<file path="src/rtl/ps2_pkg.sv">
// Shared types and frame constants for the PS/2 keyboard receiver.
// Holds the deframer state encoding and the fixed frame layout.
package ps2_pkg;

  typedef enum logic [1:0] {
    IDLE,
    DATA,
    PARITY,
    STOP
  } ps2_state_t;

  localparam logic START_BIT = 1'b0;
  localparam logic STOP_BIT  = 1'b1;
  localparam int   DATA_BITS = 8;

  // A frame is accepted when data plus parity carry an odd number of ones.
  function automatic logic parity_ok(input logic [7:0] data, input logic par);
    return ^{data, par};
  endfunction

endpackage

</file>
<file path="src/rtl/ps2_filter.sv">
// Two-flop synchroniser followed by a level filter for one raw PS/2 pin.
// The output only follows the pin after FILTER equal consecutive samples.
module ps2_filter #(
  parameter int FILTER = 8
) (
  input  logic clock,
  input  logic reset_n,
  input  logic pin,
  output logic level
);

  localparam int CW = $clog2(FILTER + 1);

  logic          sync1;
  logic          sync2;
  logic [CW-1:0] cnt;

  // NOTE: sequential state uses non-blocking assignments so every flop samples
  // the pre-edge values; blocking here would collapse the synchroniser chain.
  always_ff @(posedge clock) begin
    if (!reset_n) begin
      sync1 <= 1'b1;
      sync2 <= 1'b1;
      level <= 1'b1;
      cnt   <= '0;
    end else begin
      sync1 <= pin;
      sync2 <= sync1;
      if (sync2 == level) begin
        cnt <= '0;
      end else if (cnt == CW'(FILTER - 1)) begin
        level <= sync2;
        cnt   <= '0;
      end else begin
        cnt <= cnt + 1'b1;
      end
    end
  end

endmodule

</file>
<file path="src/rtl/ps2_kbd.sv">
// PS/2 keyboard receiver: filters the pins, deframes device->host frames and
// queues good scancodes in a small FIFO that drives the CPU interrupt line.
module ps2_kbd
  import ps2_pkg::*;
#(
  parameter int FIFO_AW = 4,
  parameter int FILTER  = 8,
  parameter int TIMEOUT = 50000
) (
  input  logic       clock,
  input  logic       reset_n,
  input  logic       ps2_clk,
  input  logic       ps2_dat,
  input  logic       rd,
  input  logic       clr_ovf,
  output logic [7:0] q,
  output logic       empty,
  output logic       intr,
  output logic       ovf,
  output logic       perr
);

  localparam int TW    = $clog2(TIMEOUT + 1);
  localparam int DEPTH = 1 << FIFO_AW;

  logic clk_f;
  logic dat_f;
  logic clk_prev;
  logic fall;

  ps2_filter #(.FILTER(FILTER)) u_clk_filter (
    .clock   (clock),
    .reset_n (reset_n),
    .pin     (ps2_clk),
    .level   (clk_f)
  );

  ps2_filter #(.FILTER(FILTER)) u_dat_filter (
    .clock   (clock),
    .reset_n (reset_n),
    .pin     (ps2_dat),
    .level   (dat_f)
  );

  always_ff @(posedge clock) begin
    if (!reset_n) clk_prev <= 1'b1;
    else          clk_prev <= clk_f;
  end

  assign fall = clk_prev & ~clk_f;

  // Deframer
  ps2_state_t    state, state_n;
  logic [2:0]    bit_cnt, bit_cnt_n;
  logic [7:0]    sr, sr_n;
  logic          par, par_n;
  logic [TW-1:0] to_cnt, to_cnt_n;
  logic          push_req, push_req_n;
  logic          perr_n;

  always_ff @(posedge clock) begin
    if (!reset_n) begin
      state    <= IDLE;
      bit_cnt  <= '0;
      sr       <= '0;
      par      <= 1'b0;
      to_cnt   <= '0;
      push_req <= 1'b0;
      perr     <= 1'b0;
    end else begin
      state    <= state_n;
      bit_cnt  <= bit_cnt_n;
      sr       <= sr_n;
      par      <= par_n;
      to_cnt   <= to_cnt_n;
      push_req <= push_req_n;
      perr     <= perr_n;
    end
  end

  // NOTE: every output of this block gets a default first, so no path leaves
  // a variable unassigned and no latch is inferred.
  always_comb begin
    state_n    = state;
    bit_cnt_n  = bit_cnt;
    sr_n       = sr;
    par_n      = par;
    to_cnt_n   = '0;
    push_req_n = 1'b0;
    perr_n     = 1'b0;

    // A stalled frame is abandoned silently once the bus has been quiet too long.
    if (state != IDLE && !fall) begin
      if (to_cnt == TW'(TIMEOUT - 1)) state_n = IDLE;
      else                             to_cnt_n = to_cnt + 1'b1;
    end

    if (fall) begin
      case (state)
        IDLE: begin
          if (dat_f == START_BIT) begin
            state_n   = DATA;
            bit_cnt_n = '0;
          end
        end
        DATA: begin
          sr_n      = {dat_f, sr[7:1]};
          bit_cnt_n = bit_cnt + 3'd1;
          if (bit_cnt == 3'(DATA_BITS - 1)) state_n = PARITY;
        end
        PARITY: begin
          par_n   = dat_f;
          state_n = STOP;
        end
        STOP: begin
          if (parity_ok(sr, par) && dat_f == STOP_BIT) push_req_n = 1'b1;
          else                                         perr_n     = 1'b1;
          state_n = IDLE;
        end
        default: state_n = IDLE;
      endcase
    end
  end

  // FIFO; sr holds the accepted byte during the push cycle
  logic [7:0]       mem [DEPTH];
  logic [FIFO_AW:0] wr_ptr;
  logic [FIFO_AW:0] rd_ptr;
  logic             full;
  logic             do_pop;
  logic             do_push;
  logic             drop;

  assign empty   = (wr_ptr == rd_ptr);
  assign full    = (wr_ptr[FIFO_AW] != rd_ptr[FIFO_AW]) &&
                   (wr_ptr[FIFO_AW-1:0] == rd_ptr[FIFO_AW-1:0]);
  assign do_pop  = rd & ~empty;
  assign do_push = push_req & (~full | do_pop);
  assign drop    = push_req & full & ~do_pop;
  assign q       = empty ? 8'h00 : mem[rd_ptr[FIFO_AW-1:0]];

  // NOTE: the storage array is not reset; the pointers alone define which
  // entries are valid, and q is forced to zero while the FIFO is empty.
  always_ff @(posedge clock) begin
    if (do_push) mem[wr_ptr[FIFO_AW-1:0]] <= sr;
  end

  always_ff @(posedge clock) begin
    if (!reset_n) begin
      wr_ptr <= '0;
      rd_ptr <= '0;
      ovf    <= 1'b0;
      intr   <= 1'b0;
    end else begin
      if (do_push) wr_ptr <= wr_ptr + 1'b1;
      if (do_pop)  rd_ptr <= rd_ptr + 1'b1;
      if (drop)         ovf <= 1'b1;
      else if (clr_ovf) ovf <= 1'b0;
      intr <= ~empty;
    end
  end

endmodule

</file>
<file path="config.mk">
export PLATFORM = sky130hd
export DESIGN_NAME = ps2_kbd
export DESIGN_NICKNAME = d
export VERILOG_FILES = /design/src/rtl/ps2_pkg.sv /design/src/rtl/ps2_filter.sv /design/src/rtl/ps2_kbd.sv
export SDC_FILE = /design/constraint.sdc
export NUM_CORES = 1
export LEC_CHECK = 0
export ABC_AREA = 1
export CAP_MARGIN = 20
export CELL_PAD_IN_SITES_DETAIL_PLACEMENT = 1
export CELL_PAD_IN_SITES_GLOBAL_PLACEMENT = 2
export CORE_MARGIN = 5
export CORE_UTILIZATION = 44
export CTS_CLUSTER_DIAMETER = 40
export DETAILED_ROUTE_END_ITERATION = 10
export GPL_TIMING_DRIVEN = 0
export PLACE_DENSITY = 0.95
export SYNTH_ARGS = -nofsm -noshare
export SYNTH_HDL_FRONTEND = slang
export SYNTH_SLANG_ARGS = --single-unit
</file>
<file path="constraint.sdc">
create_clock -name clock -period 5.4 [get_ports clock]
set_clock_uncertainty 0.15 [all_clocks]
set_input_delay 1.08 -clock clock [delete_from_list [all_inputs] [get_ports clock]]
set_output_delay 1.08 -clock clock [all_outputs]
set_load 0.03 [all_outputs]
</file>
# After elaboration in Yosys (flattened, before gate mapping)
# Memories as Yosys holds them, arrays and structs flattened. A register that Yosys moved wholly into a read port is not among the register bits.
# Cells that the tools add are included.
[totals]
latchBits = 0
regBits = 59
n_memories = 1
mem_bits_ro = 0
out_inout_bits = 12
input_bits = 6
ram_bits = 128
[mem_list]
columns = ["memory", "words", "width", "rd", "rd_ports_with_merged_regs", "write_ports", "line", "source"]
rows = [
  ["mem", 16, 8, 1, 1, 1, "ps2_kbd.sv:126", "logic [7:0] mem [DEPTH];"],
]
[op_classes]
reduce_logical = 18
bitwise = 14
n_div = 0
n_mux = 17
magnitude_cmp = 0
n_addsub = 6
n_eq_ne = 13
shifts = 0
n_mul = 0
[op_table]
columns = ["operator", "count"]
rows = [
  ["adder 16 x 1 -> 16 bit (second input constant)", 1],
  ["equality test 16 bit (second input constant)", 1],
  ["adder 5 x 1 -> 5 bit (second input constant)", 2],
  ["2-to-1 mux 2 bit", 5],
  ["OR reduction 3 bit", 3],
  ["XOR reduction 9 bit", 1],
  ["adder 4 x 1 -> 4 bit (second input constant)", 2],
  ["equality test 4 x 3 -> 1 bit (second input constant)", 2],
  ["2-to-1 mux 4 bit", 2],
  ["2-to-1 mux 8 bit", 1],
  ["inverter 1 bit", 8],
  ["case mux 2 bit (4 select lines)", 1],
  ["AND reduction 2 bit", 4],
  ["2-to-1 mux 1 bit", 6],
  ["case mux 3 bit (2 select lines)", 1],
  ["AND reduction 3 bit", 2],
  ["nonzero test 2 bit", 3],
  ["bitwise AND 1 bit", 5],
  ["equality test 5 bit", 1],
  ["equality test 2 bit (second input constant)", 2],
  ["equality test 4 bit", 1],
  ["adder 3 x 1 -> 3 bit (second input constant)", 1],
  ["equality test 3 bit (second input constant)", 1],
  ["logical AND 1 bit", 3],
  ["other kinds (8)", 9],
]

# Depth between registers and ports, before layout
# Gate-level depths: netlist (run 1).
[depth]
ltp_word = 8
ltp_mapped = 11

# Hierarchy
# From an unflattened synthesis (run 1), not the netlist that was laid out.
[unflattened]
hier_cells = 819
hier_area_um2 = 8329.2
[by_module_without_submodules]
columns = ["module", "n_inst", "area_per_inst_um2", "seq_area_each_um2", "cells_each"]
rows = [
  ["ps2_kbd", 1, 7798.7, 4824.6, 759],
  ["ps2_filter", 2, 265.3, 140.1, 30],
]

# Worst setup path before layout (run 1)
# OpenSTA, ideal clock, no wires.
[synth_path]
kind = "register to output"
from = "register (tool-made name)"
to = "output q[7]"
stages_incl_launch_ff = 7
required_time_ns = 4.170
slack_ns = 2.641
arrival_ns = 1.529
path_cell_list = "dfxtp_1 buf_2 clkbuf_1 o211ai_1 nand3_1 nand3_1 a21oi_1"
[synth_rtl]
columns = ["item", "line", "source"]
rows = [
  ["end, declared", "ps2_kbd.sv:16", "output logic [7:0] q,"],
]

==> metrics.md, run 1 <==
| Metric | Value |
|---|---|
| Synth Area in Adders | between 1.5 and 2% |
| Drt pass-1 iters | 5 |
| Most frequent cell after synthesis | edfxtp_1 |
| Pwr/cell area | about 330 nW/um^2 |
| CTS tree | done |
| Std-Cell Rows | 49 |
| Power consumption | around 0.0030 W |
| Post-DP HPWL | 14,740 um |
| CP max FO | 10 |
| Clock-pin slew of the registers on the worst-case setup and hold paths | 0.07 ns |
| CTS Buffer Depth | 2 |
| Most used routing layer | met2 |
| Pins Over Slew Limit | 0 |
| Worst skew pair latency | 0.43 ns |
| # setup viols final | 0 |
| EDFF count, synth | 128 |
| Reg2reg end | mem[13][5] |
| IO Count | 18 |
| Max IR drop VDD | between 0.2 and 0.25 mV |
| Hold Path Depth | 1 |
| TritonCTS buffer count | 17 |
| Post-synth cell types | 33 |
| Starting Density | roughly 45% |
| Antenna fix cells | 0 |
| Sequential-to-total area share from yosys stat | between 60% and 70% |
| Fmax | around 0.24 GHz |
| Vias per cell | 5.389 |
| Total Wirelength | 21,120 um |
| DIE AREA | around 21,000 um^2 |
| Antenna-violating nets left | 0 |
| Chip width | 146.2 um |
| Proportion of synthesized area in mux cells | 0% |
| Die Height | 146.2 um |
| Hold endpoint | u_clk_filter.sync2 |
| Number of max-cap violations | 0 |
| GR Overflow Total | 0 |
| CTS root buf | clkbuf_16 |
| Area Growth Syn to Fin | 12.88% |
| Tcrit/Tclk final | 77.10% |
| Critical Path Sink Type | primary output |
| Largest net degree at the start of global routing | 21 |
| DR vias | 5,912 |
| Slew headroom | 34.79% |
| Startpoint Class | flip-flop |
| Outcome | completed |
| Core ar. | approximately 18,000 um^2 |
| DRC Markers | 0 |
| Net Count, Synth | 835 |
| Placer Congestion | 0.8693 |
| GRT Resource Usage Total | roughly a fifth |
| Synth top area share | 47.09% |
| Met2 GRT Util | 35.42% |
| Cts hold-fix bufs | 0 |
| Synth Flop Type | edfxtp_1 |
| Yosys reg bits | around 190 |
| Clock Sinks | 191 |
| R2R cell count | 8 |
| Fraction of layout instances using a drive strength above 1 | ~8% |
| Final Instance Area | around 9000 um^2 |
| Vias in the first global route | 6,149 |
| Worst path required time | 4.17 ns |
| Iter 0 DRT Violations | 403 |
| Final Critical Period | 4.163 ns |
| Port Buf Inserts | 17 |
| Largest family of logic cells by synthesized area | simple AND/OR/NAND/NOR gates |
| First-pass GRT wire length | between 30,000 and 40,000 um |
| Top area cells in the synthesized netlist | edfxtp_1, dfxtp_1, nand2_1, inv_1, nand3_1 |
| Register-to-register setup slack | roughly 3.0 ns |
| Setup Fix Bufs, Post-CTS | 0 |
| Arrival @ worst endpoint | just under 3 ns |
| Synth area leader | edfxtp_1 |
| TNS Setup | 0 ns |
| Hold slack | 0.2672 ns |
| Leakage | 3.422 nW |
| Yosys warning count | 0 |
| Compound-Gate Fraction of Synth Area | between 10 and 15% |
| RSZ-0062 raised after global routing | false |
| GR Layer Usage met1 | 25.12% |
| Worst r2r src | wr_ptr[3] |
| Ys async rst share | 0% |
| H-tree levels | 4 |
| Pre-CTS WS | 1.741 ns |
| NumNets Final | 871 |
| Worst-margin pin slew | between 0.9 and 1 ns |
| Initial antenna violation count | 0 |
| Worst Hold Class | flip-flop to flip-flop |
| Post-synth top cells | edfxtp_1, nand2_1, inv_1 |
| Syn_area_per_cell | about 10 um^2 |
| Avg WL per Cell | 19.25 um |
| CTS resizes | 0 |
| Synth Area in XOR/XNOR | about 1.4% |
| Placed cell areas | 8620 um^2 |
| Critical path type | flip-flop to primary output |
| Synth Area in Simple Gates | between 15 and 20% |
| Cells after Synth | 819 |
| Hold wc startpoint | u_clk_filter.sync1 |
| Hold Vio Cnt, Final | 0 |
| Synthesized cell area | 8163 um^2 |
| Final WS setup | ~1.2 ns |
| Met3 Resource Use GR | 3.502% |
-- where the power goes --
| part | leakage (nW) | total, W | switching (W) | internal (W) |
|---|---|---|---|---|
| sequential | 1.43 | 0.00155 | 0.00000407 | 0.00155 |
| combinational | 1.72 | 0.000197 | 0.000138 | 0.0000582 |
| clock | 0.278 | 0.00129 | 0.000560 | 0.000731 |
| total | 3.42 | 0.00304 | 0.000702 | 0.00233 |
-- final cells by class --
| type | instances | area [um^2] |
|---|---|---|
| Buffer | 32 | 162.7 |
| Clock buffer | 19 | 432.9 |
| Clock inverter | 13 | 161.4 |
| Fill cell | 2039 | 8872 |
| Inverter | 117 | 441.7 |
| Multi-Input combinational cell | 479 | 2454 |
| Sequential cell | 191 | 5105 |
| Tap cell | 229 | 286.5 |
| Timing Repair Buffer | 17 | 170.2 |
-- flip-flops by register name, summed over array words and instances (netlist names), 2 cells and up, named ones only --
signal,cells
bit_cnt,3
mem,128
rd_ptr,5
sr,8
state,2
to_cnt,16
u_clk_filter.cnt,4
u_dat_filter.cnt,4
wr_ptr,5
-- through the flow --
stage | util, % | cells
after global routing | 50.94 | 1097
after detailed placement | 47.66 | 1065
after global placement | 47.66 | 1065
after CTS | 50.94 | 1097
final | 50.94 | 1097
after floorplan | - | 819
-- placed cells by master, fill, tap and decap left out, drive strengths merged, types with 2 or more instances in the layout --
cell type	Yosys	final
bufinv	0	3
inv	117	121
clkbuf	13	32
clkdlybuf4s50	0	17
clkinvlp	0	4
clkinv	0	2
nand4	5	5
edfxtp	128	128
o21ai	51	51
dfxtp	63	63
nand3	77	77
a21oi	73	73
or2	5	5
nand3b	2	2
xnor2	4	4
o211ai	33	33
nor3b	2	2
nand2	132	132
ha	10	10
nor2	56	56
nor3	14	14
nor4	4	4
buf	19	19
xor2	9	9
-- how the worst max path moves through the flow --
stage	start	endpoint	slack [ns]	cells past startpoint
2_1_floorplan	flip-flop	q[7]	2.64	6
3_3_place_gp	flip-flop	q[6]	1.79	7
3_5_place_dp	flip-flop	q[7]	1.74	7
4_1_cts	flip-flop	q[4]	1.26	7
5_1_grt	flip-flop	q[7]	1.11	7
6_report	flip-flop	q[7]	1.24	7
-- critical path: stages, from the launching register on --
cell and delay [ns]:
dfxtp_1 0.30, buf_2 0.24, clkbuf_1 0.47, o211ai_1 0.21, nand3_1 0.18, nand3_1 0.10
a21oi_1 0.26, clkdlybuf4s50_1 0.72
-- logic make-up after synthesis --
group           Yosys count
buf+inv                 149
flops                   191
simple gates            298
xor+xnor                 13
compound gates          158
fa+ha+maj                10
-- per-layer routing --
layer | part of all wire (%) | up-vias
met2 | 50 | 134
met5 | 0 | -
li1 | - | 2861
met1 | 45 | 2891
met3 | 3.7 | 26
met4 | 2.0 | 0
Power figures use the tool's default switching activity.
==> run 2, diff against run 1 <==
--- a/config.mk
+++ b/config.mk
@@ -10,11 +10,11 @@
 export CELL_PAD_IN_SITES_DETAIL_PLACEMENT = 1
 export CELL_PAD_IN_SITES_GLOBAL_PLACEMENT = 2
 export CORE_MARGIN = 5
-export CORE_UTILIZATION = 44
+export CORE_UTILIZATION = 41
 export CTS_CLUSTER_DIAMETER = 40
 export DETAILED_ROUTE_END_ITERATION = 10
 export GPL_TIMING_DRIVEN = 0
-export PLACE_DENSITY = 0.95
+export PLACE_DENSITY = 0.9
 export SYNTH_ARGS = -nofsm -noshare
 export SYNTH_HDL_FRONTEND = slang
 export SYNTH_SLANG_ARGS = --single-unit
==> constraint.sdc (replaced) <==
create_clock -name clock -period 4.1 [get_ports clock]
set_clock_uncertainty 0.15 [all_clocks]
set_input_delay 0.82 -clock clock [delete_from_list [all_inputs] [get_ports clock]]
set_output_delay 0.82 -clock clock [all_outputs]
set_load 0.03 [all_outputs]
==> run 2 against run 1 <==
Effect of this change:
- final cell count rose by 3.3%
- wire length fell by 0.15%
- clock-buffer cell count fell by 2
- hold slack barely moved
- largest power group unchanged
==> metrics.md, run 2 (synthesis results as in run 1) <==
| Metric | Value |
|---|---|
| CTS Buffer Depth | 2 |
| GRT Resource Usage Total | 19.61% |
| Critical path type | flip-flop to primary output |
| Placer Congestion | 0.8647 |
| Number of flip-flops under the largest register name | 128 |
| GR Overflow Total | 0 |
| Worst skew pair latency | ~0.43 ns |
| Post-DP HPWL | ~14,000 um |
| Critical Path Sink Type | primary output |
| Drt pass-1 iters | 5 |
| Clock-pin slew of the registers on the worst-case setup and hold paths | 0.07 ns |
| CTS tree | done |
| Hold Path Depth | 1 |
| CTS root buf | clkbuf_16 |
| RSZ-0062 raised after global routing | false |
| Register-to-register setup slack | 1.46 ns |
| Starting Density | between 40% and 50% |
| Pwr/cell area | 428.3 nW/um^2 |
| DIE AREA | 22,830 um^2 |
| Die Height | between 150 and 200 um |
| NumNets Final | 871 |
| Worst-margin pin slew | 1.095 ns |
| Fraction of layout instances using a drive strength above 1 | a little over 8% |
| Hold Vio Cnt, Final | 0 |
| Iter 0 DRT Violations | 377 |
| First-pass GRT wire length | approximately 33,000 um |
| Fmax | 0.2589 GHz |
| CP max stage cell | clkdlybuf4s50_1 |
| DR vias | 5,909 |
| TNS Setup | 0 ns |
| Cts hold-fix bufs | 0 |
| Max IR drop VDD | approximately 0.31 mV |
| Critical path's largest stage delay | a little over 0.7 ns |
| Chip width | 151.1 um |
| Placed cell areas | 8665 um^2 |
| Filler cell count | 2,217 |
| Avg WL per Cell | between 15 and 20 um |
| Total Wirelength | 21,090 um |
| Worst Hold Class | flip-flop to flip-flop |
| Area Growth Syn to Fin | 13.29% |
| Outcome | completed |
| Commonest non-fill, non-tap cell in the layout | edfxtp_1 |
| H-tree levels | 4 |
| Power consumption | 0.003961 W |
| Leakage | 3.431 nW |
| Antenna fix cells | 0 |
| Core ar. | 19,530 um^2 |
| Arrival @ worst endpoint | 2.89 ns |
| Hold slack | approximately 0.27 ns |
| Slew headroom | 26.74% |
| Final Critical Period | 3.862 ns |
| Initial antenna violation count | 0 |
| CP max FO | 10 |
| Critical-path cell list | buf_2 -> buf_1 -> o211ai_1 -> nand3_1 -> nand3_1 -> a21oi_1 -> clkdlybuf4s50_1 |
| Highest-count cells in the layout ignoring fill and taps | edfxtp_1, nand2_1, inv_1 |
| Worst path required time | ~3.1 ns |
| Largest net degree at the start of global routing | 21 |
| Startpoint Class | flip-flop |
| Vias in the first global route | 6,245 |
| Crit-path most repeated cell | nand3_1 |
| Port Buf Inserts | 17 |
| Vias per cell | 5.215 |
| Antenna-violating nets left | 0 |
| Std-Cell Rows | 51 |
| DRC Markers | 0 |
| Number of max-cap violations | 0 |
| Final Instance Area | 9248 um^2 |
| Clock Sinks | 191 |
| IO Count | 18 |
| # setup viols final | 0 |
| Tcrit/Tclk final | 94.20% |
| TritonCTS buffer count | 17 |
| Pins Over Slew Limit | 0 |
| R2R cell count | 8 |
run 2: worst paths after layout:
check,end,start
setup / recovery,q[1],flip-flop
hold / removal,u_dat_filter.sync2,u_dat_filter.sync1
setup reg to reg,mem[13][4],wr_ptr[3]
hold reg to reg,u_dat_filter.sync2,u_dat_filter.sync1
run 2: worst max-delay path: cells and delay by family (launching register included):
family / cells / cell delay, ns
buf+inv: 3 / 1.43
compound gates: 2 / 0.42
flops: 1 / 0.31
simple gates: 2 / 0.29
run 2: routing by layer:
layer  wire [um]  track usage, %  vias up
met3        1066           4.249       32
met5           0               0        -
met1        9053           24.20     2885
li1            -               -     2860
met2       10470           33.69      132
met4         498           7.480        0
run 2: layout make-up:
cell class                 instances  area (um^2)  area share, %
clock inverter                    15        156.4          1.691
multi-input combinational        479         2454          26.53
inverter                         117        441.7          4.776
buffer                            32        163.9          1.772
tap                              265        331.6          3.585
sequential                       191         5105          55.20
clock buffer                      17        425.4          4.600
timing repair buffer              17        170.2          1.840
run 2: repair_timing:
action / CTS / global route
buffers inserted: 0 / 0
endpoints found under the hold margin: 0 / 0
endpoints found under the setup margin: 0 / 1
gates resized for setup: 0 / 2
run 2: where the power goes:
group / switching [W] / internal [W] / total (W)
clock: 0.000757 / 0.000907 / 0.00166
combinational: 0.000180 / 0.0000769 / 0.000256
sequential: 0.00000542 / 0.00203 / 0.00204
total: 0.000942 / 0.00302 / 0.00396
run 2: through the flow:
step	cells	utilization (%)	worst slack [ns]
2_1_floorplan	819	-	1.601
3_3_place_gp	1101	44.37	0.6169
3_5_place_dp	1101	44.37	0.6363
4_1_cts	1133	47.35	0.1594
5_1_grt	1133	47.36	0.06291
6_report	1133	47.36	0.2376
==> run 3, diff against run 2 <==
--- a/config.mk
+++ b/config.mk
@@ -9,12 +9,14 @@
 export CAP_MARGIN = 20
 export CELL_PAD_IN_SITES_DETAIL_PLACEMENT = 1
 export CELL_PAD_IN_SITES_GLOBAL_PLACEMENT = 2
+export CORE_ASPECT_RATIO = 0.8
 export CORE_MARGIN = 5
 export CORE_UTILIZATION = 41
 export CTS_CLUSTER_DIAMETER = 40
 export DETAILED_ROUTE_END_ITERATION = 10
 export GPL_TIMING_DRIVEN = 0
 export PLACE_DENSITY = 0.9
+export RECOVER_POWER = 50
 export SYNTH_ARGS = -nofsm -noshare
 export SYNTH_HDL_FRONTEND = slang
 export SYNTH_SLANG_ARGS = --single-unit
==> run 3 against run 2 <==
Effect of this change:
- critical path depth did not move
- first-iteration DRC count rose by 67%
- hold slack improved by 0.0031 ns
- clock-buffer cell count rose by 1
- non-clock buffer count did not move
- sequential share of layout area rose by 0.15 points
- cell area fell by 0.27%
- total power fell by 0.43%
- via count rose by 2.9%
- wire length rose by 4.1%
- critical path type unchanged
- highest routed layer unchanged
==> metrics.md, run 3 (synthesis results as in run 1) <==
| Metric | Value |
|---|---|
| Outcome | completed |
| Tcrit/Tclk final | roughly 95% |
| Std-Cell Rows | between 40 and 50 |
| CTS Buffer Depth | 2 |
| Critical Path Sink Type | primary output |
| Critical-path cell list | buf_2 -> buf_1 -> o211ai_1 -> nand3_1 -> nand3_1 -> a21oi_1 -> clkdlybuf4s50_1 |
| RSZ-0062 raised after global routing | false |
| Starting Density | between 40% and 50% |
| CTS resizes | 0 |
| DIE AREA | 22,850 um^2 |
| TritonCTS buffer count | 17 |
| Final WS setup | 0.2112 ns |
| IO Count | 18 |
| Largest net degree at the start of global routing | 21 |
| Hold Vio Cnt, Final | 0 |
| CTS tree | done |
| Setup Fix Bufs, Post-CTS | 0 |
| Initial antenna violation count | 0 |
| DR vias | 6,078 |
| Total Wirelength | 21,950 um |
| NumNets Final | 871 |
| Slew headroom | around a third |
| Avg WL per Cell | 19.39 um |
| Worst path top cell family by delay | buffers and inverters |
| Area Growth Syn to Fin | 12.98% |
| Commonest non-fill, non-tap cell in the layout | edfxtp_1 |
| TNS Setup | 0 ns |
| Max IR drop VDD | 0.2669 mV |
| Die Height | 136.2 um |
| Startpoint Class | flip-flop |
| Clock-pin slew of the registers on the worst-case setup and hold paths | 0.07 ns |
| Chip width | 167.8 um |
| Worst Hold Class | flip-flop to flip-flop |
| Pre-CTS WS | 0.7514 ns |
| Leakage | 3.413 nW |
| Pwr/cell area | about 430 nW/um^2 |
| CP max stage cell | clkdlybuf4s50_1 |
| Vias per cell | 5.369 |
| Pins Over Slew Limit | 0 |
| Final core occ | about 47% |
| Drt pass-1 iters | 5 |
| Iter 0 DRT Violations | 630 |
| CP max FO | 10 |
| Number of max-cap violations | 0 |
| CTS root buf | clkbuf_16 |
| Critical path type | flip-flop to primary output |
| Clock group share of total power | 41.5% |
| Internal power | ~0.0030 W |
| Power consumption | around 0.0039 W |
| GR Overflow Total | 0 |
| GRT Resource Usage Total | 19.57% |
| Post-DP HPWL | roughly 15,000 um |
| Clock Sinks | 191 |
| Sw Ratio | 24.74% |
| Cts hold-fix bufs | 0 |
| Highest-count cells in the layout ignoring fill and taps | edfxtp_1, nand2_1, inv_1 |
| Gate power share | 6.7% |
| Antenna-violating nets left | 0 |
| CP Buf/Inv Count | 3 |
| First-pass GRT wire length | 34,080 um |
| Antenna fix cells | 0 |
| Switching power | 0.0009759 W |
| Crit-path most repeated cell | nand3_1 |
| Worst skew pair latency | 0.44 ns |
| Vias in the first global route | 6,025 |
| Port Buf Inserts | 17 |
| H-tree levels | 4 |
| # setup viols final | 0 |
| Arrival @ worst endpoint | 2.92 ns |
| Final Critical Period | 3.889 ns |
| Worst-margin pin slew | around 1.0 ns |
| Placer Congestion | 0.8462 |
| Sequential share of power | 51.7% |
| DRC Markers | 0 |
| Core ar. | 19,680 um^2 |
| Number of flip-flops under the largest register name | 128 |
| Fraction of layout instances using a drive strength above 1 | 7.719% |
| Worst path required time | 3.13 ns |
| Fmax | 0.2571 GHz |
| Critical path's largest stage delay | 0.71 ns |
## run 3: final timing paths
check	startpoint	endpoint	slack (ns)	cells past startpoint
worst max-delay path	flip-flop	q[3]	0.21	7
worst min-delay path	u_clk_filter.sync1	u_clk_filter.sync2	0.27	1
worst max register to register	wr_ptr[1]	mem[9][7]	1.57	7
worst min register to register	u_clk_filter.sync1	u_clk_filter.sync2	0.27	1
## run 3: layout make-up
cell class	count	area, um^2
multi-input combinational	479	2447
inverter	117	441.7
tap	264	330.3
clock inverter	14	145.1
sequential	191	5105
fill	2260	10460
timing repair buffer	17	170.2
buffer	32	153.9
clock buffer	18	429.2
## run 3: metrics by stage
| stage | std cells | hold slack (ns) | instance area [um^2] |
|---|---|---|---|
| final | 1132 | 0.2700 | 9223 |
| after global routing | 1132 | 0.2833 | 9223 |
| after detailed placement | 1100 | 0.2574 | 8663 |
| after global placement | 1100 | 0.2447 | 8663 |
| after CTS | 1132 | 0.2758 | 9238 |
| after floorplan | 819 | 0.2425 | 8163 |
## run 3: metal layers
metal | GRT usage [%] | vias up | part of all wire, %
met5 | 0 | - | 0
met4 | 5.543 | 0 | 1.3
met3 | 3.692 | 21 | 7.2
met2 | 30.82 | 180 | 46
met1 | 27.85 | 3017 | 46
li1 | - | 2860 | -
## run 3: power groups by stage
stage                     clock network [W]  logic (W)  registers (W)
after floorplan                           0   0.000154        0.00208
after global placement                    0   0.000255        0.00208
after detailed placement                  0   0.000259        0.00208
after CTS                           0.00166   0.000262        0.00204
after global routing                0.00174   0.000283        0.00204
final                               0.00164   0.000266        0.00204
